## config.mk

```make
export PLATFORM = sky130hd
export DESIGN_NAME = bf16_pack_stage
export DESIGN_NICKNAME = d
export VERILOG_FILES = /design/src/rtl/bf16_pack_stage.sv
export SDC_FILE = /design/constraint.sdc
export NUM_CORES = 1
export LEC_CHECK = 0
export ABC_AREA = 1
export BUFFER_PORTS_ARGS = -buffer_cell sky130_fd_sc_hd__buf_2
export CAP_MARGIN = 10
export CORE_UTILIZATION = 58
export DETAILED_ROUTE_END_ITERATION = 16
export PLACE_DENSITY_LB_ADDON = 0.08
export SYNTH_ARGS = -nofsm -noshare
export SYNTH_HDL_FRONTEND = slang
export SYNTH_SLANG_ARGS = --single-unit
```

## constraint.sdc

```tcl
create_clock -name clk -period 3.09 [get_ports clk]
set_input_delay 0.1545 -clock clk [delete_from_list [all_inputs] [get_ports clk]]
set_output_delay 0.1545 -clock clk [all_outputs]
set_load 0.05 [all_outputs]
```

## src/rtl/bf16_pack_stage.sv

```systemverilog
// Packs pairs of converted float elements into 2W-bit words and queues them for the writeback bus.
// Latency: the word-completing accept is visible at out_valid one cycle later when the FIFO is empty.
// Backpressure: in_ready drops while the word FIFO is full; words hold at the head until out_ready.
module bf16_pack_stage #(
    parameter int NEXP  = 8,
    parameter int NSIG  = 7,
    parameter int DEPTH = 4
) (
    input  logic                           clk,
    input  logic                           rst_n,
    input  logic                           in_valid,
    output logic                           in_ready,
    input  logic [NEXP+NSIG:0]             in_data,
    input  logic                           in_inexact,
    input  logic                           in_overflow,
    input  logic                           in_last,
    output logic                           out_valid,
    input  logic                           out_ready,
    output logic [2*(NEXP+NSIG+1)-1:0]     out_data,
    output logic [1:0]                     out_mask,
    input  logic                           clr_flags,
    output logic                           sticky_inexact,
    output logic                           sticky_overflow,
    output logic [15:0]                    elem_count
);

    localparam int W  = NEXP + NSIG + 1;
    localparam int AW = (DEPTH > 1) ? $clog2(DEPTH) : 1;
    localparam int CW = AW + 1;

    typedef enum logic {
        HALF_EMPTY = 1'b0,
        HALF_FULL  = 1'b1
    } state_t;

    state_t           state_q, state_d;
    logic [W-1:0]     hold_q, hold_d;
    logic [AW-1:0]    wr_ptr_q, wr_ptr_d;
    logic [AW-1:0]    rd_ptr_q, rd_ptr_d;
    logic [CW-1:0]    count_q, count_d;
    logic             sticky_inexact_q, sticky_inexact_d;
    logic             sticky_overflow_q, sticky_overflow_d;
    logic [15:0]      elem_count_q, elem_count_d;

    // Word storage is not reset; the head is gated by out_valid so stale entries never show.
    logic [2*W-1:0]   data_mem_q [DEPTH];
    logic [1:0]       mask_mem_q [DEPTH];

    logic             accept;
    logic             pop;
    logic             push;
    logic [2*W-1:0]   push_data;
    logic [1:0]       push_mask;

    // Handshakes: ready comes from the registered count only, so a same-cycle pop cannot raise it.
    assign in_ready  = rst_n && (count_q < CW'(DEPTH));
    assign out_valid = (count_q != '0);
    assign accept    = in_valid && in_ready;
    assign pop       = out_valid && out_ready;

    assign out_data        = out_valid ? data_mem_q[rd_ptr_q] : '0;
    assign out_mask        = out_valid ? mask_mem_q[rd_ptr_q] : 2'b00;
    assign sticky_inexact  = sticky_inexact_q;
    assign sticky_overflow = sticky_overflow_q;
    assign elem_count      = elem_count_q;

    // Pairing FSM, FIFO pointer/count bookkeeping, sticky flags and element counter next-state.
    always_comb begin
        state_d           = state_q;
        hold_d            = hold_q;
        push              = 1'b0;
        push_data         = '0;
        push_mask         = 2'b00;
        wr_ptr_d          = wr_ptr_q;
        rd_ptr_d          = rd_ptr_q;
        count_d           = count_q;
        sticky_inexact_d  = clr_flags ? 1'b0 : sticky_inexact_q;
        sticky_overflow_d = clr_flags ? 1'b0 : sticky_overflow_q;
        elem_count_d      = elem_count_q;

        if (accept) begin
            elem_count_d = elem_count_q + 16'd1;
            // A flagged accept in the same cycle as a clear leaves the flag set.
            if (in_inexact) begin
                sticky_inexact_d = 1'b1;
            end
            if (in_overflow) begin
                sticky_overflow_d = 1'b1;
            end
            case (state_q)
                HALF_EMPTY: begin
                    if (in_last) begin
                        push      = 1'b1;
                        push_data = {{W{1'b0}}, in_data};
                        push_mask = 2'b01;
                    end else begin
                        hold_d  = in_data;
                        state_d = HALF_FULL;
                    end
                end
                HALF_FULL: begin
                    // The earlier element always lands in the lo half.
                    push      = 1'b1;
                    push_data = {in_data, hold_q};
                    push_mask = 2'b11;
                    state_d   = HALF_EMPTY;
                end
                default: begin
                    state_d = HALF_EMPTY;
                end
            endcase
        end

        if (push) begin
            wr_ptr_d = wr_ptr_q + AW'(1);
        end
        if (pop) begin
            rd_ptr_d = rd_ptr_q + AW'(1);
        end
        case ({push, pop})
            2'b10:   count_d = count_q + CW'(1);
            2'b01:   count_d = count_q - CW'(1);
            default: count_d = count_q;
        endcase
    end

    // Control and status registers; reset discards any held element and all queued words.
    always_ff @(posedge clk) begin
        if (!rst_n) begin
            state_q           <= HALF_EMPTY;
            hold_q            <= '0;
            wr_ptr_q          <= '0;
            rd_ptr_q          <= '0;
            count_q           <= '0;
            sticky_inexact_q  <= 1'b0;
            sticky_overflow_q <= 1'b0;
            elem_count_q      <= '0;
        end else begin
            state_q           <= state_d;
            hold_q            <= hold_d;
            wr_ptr_q          <= wr_ptr_d;
            rd_ptr_q          <= rd_ptr_d;
            count_q           <= count_d;
            sticky_inexact_q  <= sticky_inexact_d;
            sticky_overflow_q <= sticky_overflow_d;
            elem_count_q      <= elem_count_d;
        end
    end

    // Word storage write; a push can only happen when a slot is free.
    always_ff @(posedge clk) begin
        if (rst_n && push) begin
            data_mem_q[wr_ptr_q] <= push_data;
            mask_mem_q[wr_ptr_q] <= push_mask;
        end
    end

endmodule

```

==> impl_metrics.env <==
export IMPL_max_freq_mhz=349
export IMPL_crit_path_max_fanout=68
export IMPL_clkLatencyLatePin_ns=0.44
export IMPL_cts_tree="done"
export IMPL_diodes=0
export IMPL_drt_pre_antenna_iters=5
export IMPL_dieArea_sq_um=13400
export IMPL_drt_iter0_drc=521
export IMPL_cts_buffers=17
export IMPL_area_growth_pct=16.3
export IMPL_synth_top_area_share=0.546
export IMPL_clkTransAtPathRegs_ns=0.06
export IMPL_cap_viol_max_count=0
export IMPL_postPlaceCellArea_sq_um=8040
export IMPL_setup_ws_ns=0.224
export IMPL_viasPerCell=5.61
export IMPL_grt_pass1_vias=5088
export IMPL_clockBufferDepth=2
export IMPL_fin_cells=976
export IMPL_run_status="complete, no violations"
export IMPL_holdCritPathClass="input pin to register"
export IMPL_tightest_slew_ns=1.05
export IMPL_postSynthRegisterBits=180
export IMPL_ios=78
export IMPL_syn_nets=749
export IMPL_grt_pass1_wl_um=26100
export IMPL_ys_warn_count=0
export IMPL_syn_area_sq_um=7480
export IMPL_drc_errors=0
export IMPL_async_flop_share=0
export IMPL_cts_htree_levels=4
export IMPL_cts_root_buf="clkbuf_16"
export IMPL_stdcell_area_sq_um=8700
export IMPL_slew_headroom=0.296
export IMPL_ir_drop_uv=369
export IMPL_cp_end_kind="output port"
export IMPL_synth_cells=718
export IMPL_synth_edf_count=136
export IMPL_drv_slew=0
export IMPL_antenna_found_initial=0
export IMPL_ant_nets=0
export IMPL_post_cts_resized=0
export IMPL_synthTopCellsByCount="nor2_1 (198), edfxtp_1 (136), o21ai_0 (88), a21oi_1 (65), inv_1 (47)"
export IMPL_start_kind="register"
export IMPL_final_nets=822
export IMPL_crit_type="register to output port"
export IMPL_crit_arrival_ns=2.71
export IMPL_port_buffer_count=77
export IMPL_power_per_cell_area_nw_per_um2=722
export IMPL_dpl_cell_count=940
export IMPL_hpwl_um=10400
export IMPL_num_rows=41
export IMPL_yosys_top_cells_area="edfxtp_1 (55%), dfxtp_1 (12%), nor2_1 (9.9%)"
export IMPL_grt_max_degree=69
export IMPL_avgRoutedWirePerCell_um=17.3
export IMPL_hold_viol_final=0
export IMPL_rsz0062_at_grt="false"
export IMPL_yosysTopAreaCell="edfxtp_1"
export IMPL_period_share=0.928
export IMPL_min_period_ns=2.87
export IMPL_finalWirelength_um=16900
export IMPL_finClkSkew_ns=0.0140
export IMPL_dpl_worst_slack_ns=0.730
export IMPL_synth_area_per_cell_sq_um=10.4
export IMPL_overflow=0
export IMPL_ys_flop_type="edfxtp_1"
export IMPL_die_width_um=116
export IMPL_clock_sinks=180
export IMPL_synth_seq_area_share=0.664
export IMPL_post_synth_top_count_cell="nor2_1"
export IMPL_p_leak_nw=3.39
export IMPL_start_util=0.593
export IMPL_cp_required_ns=2.94
export IMPL_tns_ns=0
export IMPL_die_y_um=116
export IMPL_gp_congestion=0.790
export IMPL_core_sq_um=12600
export IMPL_yosysUniqueCellTypes=30
export IMPL_hold_worst_slack_ns=0.0118
export IMPL_drive_gt1_frac=0.167
export IMPL_grt_usage=0.268
export IMPL_post_cts_buffers=0
export IMPL_setup_viol=0
export IMPL_dr_total_vias=5475
==> worst max-delay path, cell delays in order, from the launching register on <==
cell and delay [ns]:
dfxtp_2 0.55, inv_2 0.85, o21ai_0 0.30, a21oi_1 0.24
buf_2 0.31
==> layout by cell type, fill, tap and decap left out, drive strengths merged <==
master	Yosys	final
nor3	5	5
o21bai	1	1
dfxtp	44	44
nand3	12	12
nand4	5	5
o21ai	94	94
clkinv	2	7
edfxtp	136	136
ha	6	6
fa	1	1
nand2	32	32
nor3b	1	1
bufinv	0	1
o21a	2	2
a21oi	65	65
a211oi	17	17
nor2	202	202
clkbuf	23	26
and2	1	1
buf	16	89
dlygate4sd3	0	4
xor2	2	2
inv	51	51
==> flip-flops by register name, summed over array words and instances, names as in the netlist, named ones only <==
name and count:
count_q 3, hold_q 16, state_q 1, elem_count 16, sticky_inexact 1, sticky_overflow 1
mask_mem_q 8, wr_ptr_q 2, data_mem_q 128, rd_ptr_q 2
==> final timing paths <==
kind / slack [ns] / end / startpoint / cells past startpoint
worst min register to register: 0.49 / count_q[1]$_SDFFE_PN0P_ / count_q[1]$_SDFFE_PN0P_ / 2
worst max-delay path: 0.22 / out_data[1] / register / 4
worst max register to register: 0.86 / data_mem_q[3][25]$_DFFE_PP_ / count_q[2]$_SDFFE_PN0P_ / 7
worst min-delay path: 0.01 / hold_q[13]$_SDFFE_PN0P_ / in_data[13] / 3
==> cell type report <==
type                    instances  area (sq um)
clock buffers                  26           564
clock inverters                 6          57.6
fillers                       960          3920
inverters                      53           199
multi-input cells             446          2160
flip-flops and latches        180          4970
well taps                     172           215
repair buffers                 93           541
==> kinds of logic (layout without fill, tap and decap cells) <==
logic type,count (synthesis),after routing,share of synthesized area
buffers and inverters,92,178,0.0505
XOR/XNOR,2,2,0.00234
adder cells (fa/ha/maj),7,7,0.0127
AO/OA/AOI/OAI,179,179,0.127
AND/OR/NAND/NOR,258,258,0.144
flip-flops,180,180,0.664
==> report_power, final <==
group,switching [mW],leakage (nW),internal [mW]
Clock,0.855,0.308,1.34
Sequential,0.0630,1.58,2.66
Combinational,1.08,1.50,0.286
==> what timing repair did <==
action | 4_1_cts | 5_1_grt
hold buffers | 4 | 0
hold endpoints to repair | 2 | 0
setup endpoints to repair | 0 | 0
==> through the flow <==
| stage | utilization | power, mW |
|---|---|---|
| 6_report | 0.690 | 6.28 |
| 5_1_grt | 0.690 | 6.50 |
| 4_1_cts | 0.690 | 6.30 |
| 3_5_place_dp | 0.637 | 4.13 |
| 3_3_place_gp | 0.637 | 4.11 |
| 2_1_floorplan | - | 3.80 |
==> metal layers <==
| metal | share of wire | track usage | vias to the layer above | wire [um] |
|---|---|---|---|---|
| met2 | 0.51 | 0.466 | 206 | 8700 |
| met5 | 0 | 0 | - | 0 |
| met1 | 0.40 | 0.327 | 2646 | 6820 |
| met4 | 0.019 | 0.111 | 0 | 327 |
| li1 | - | - | 2600 | - |
| met3 | 0.064 | 0.0554 | 23 | 1080 |
No activity file was read; power rests on OpenSTA's default activity.
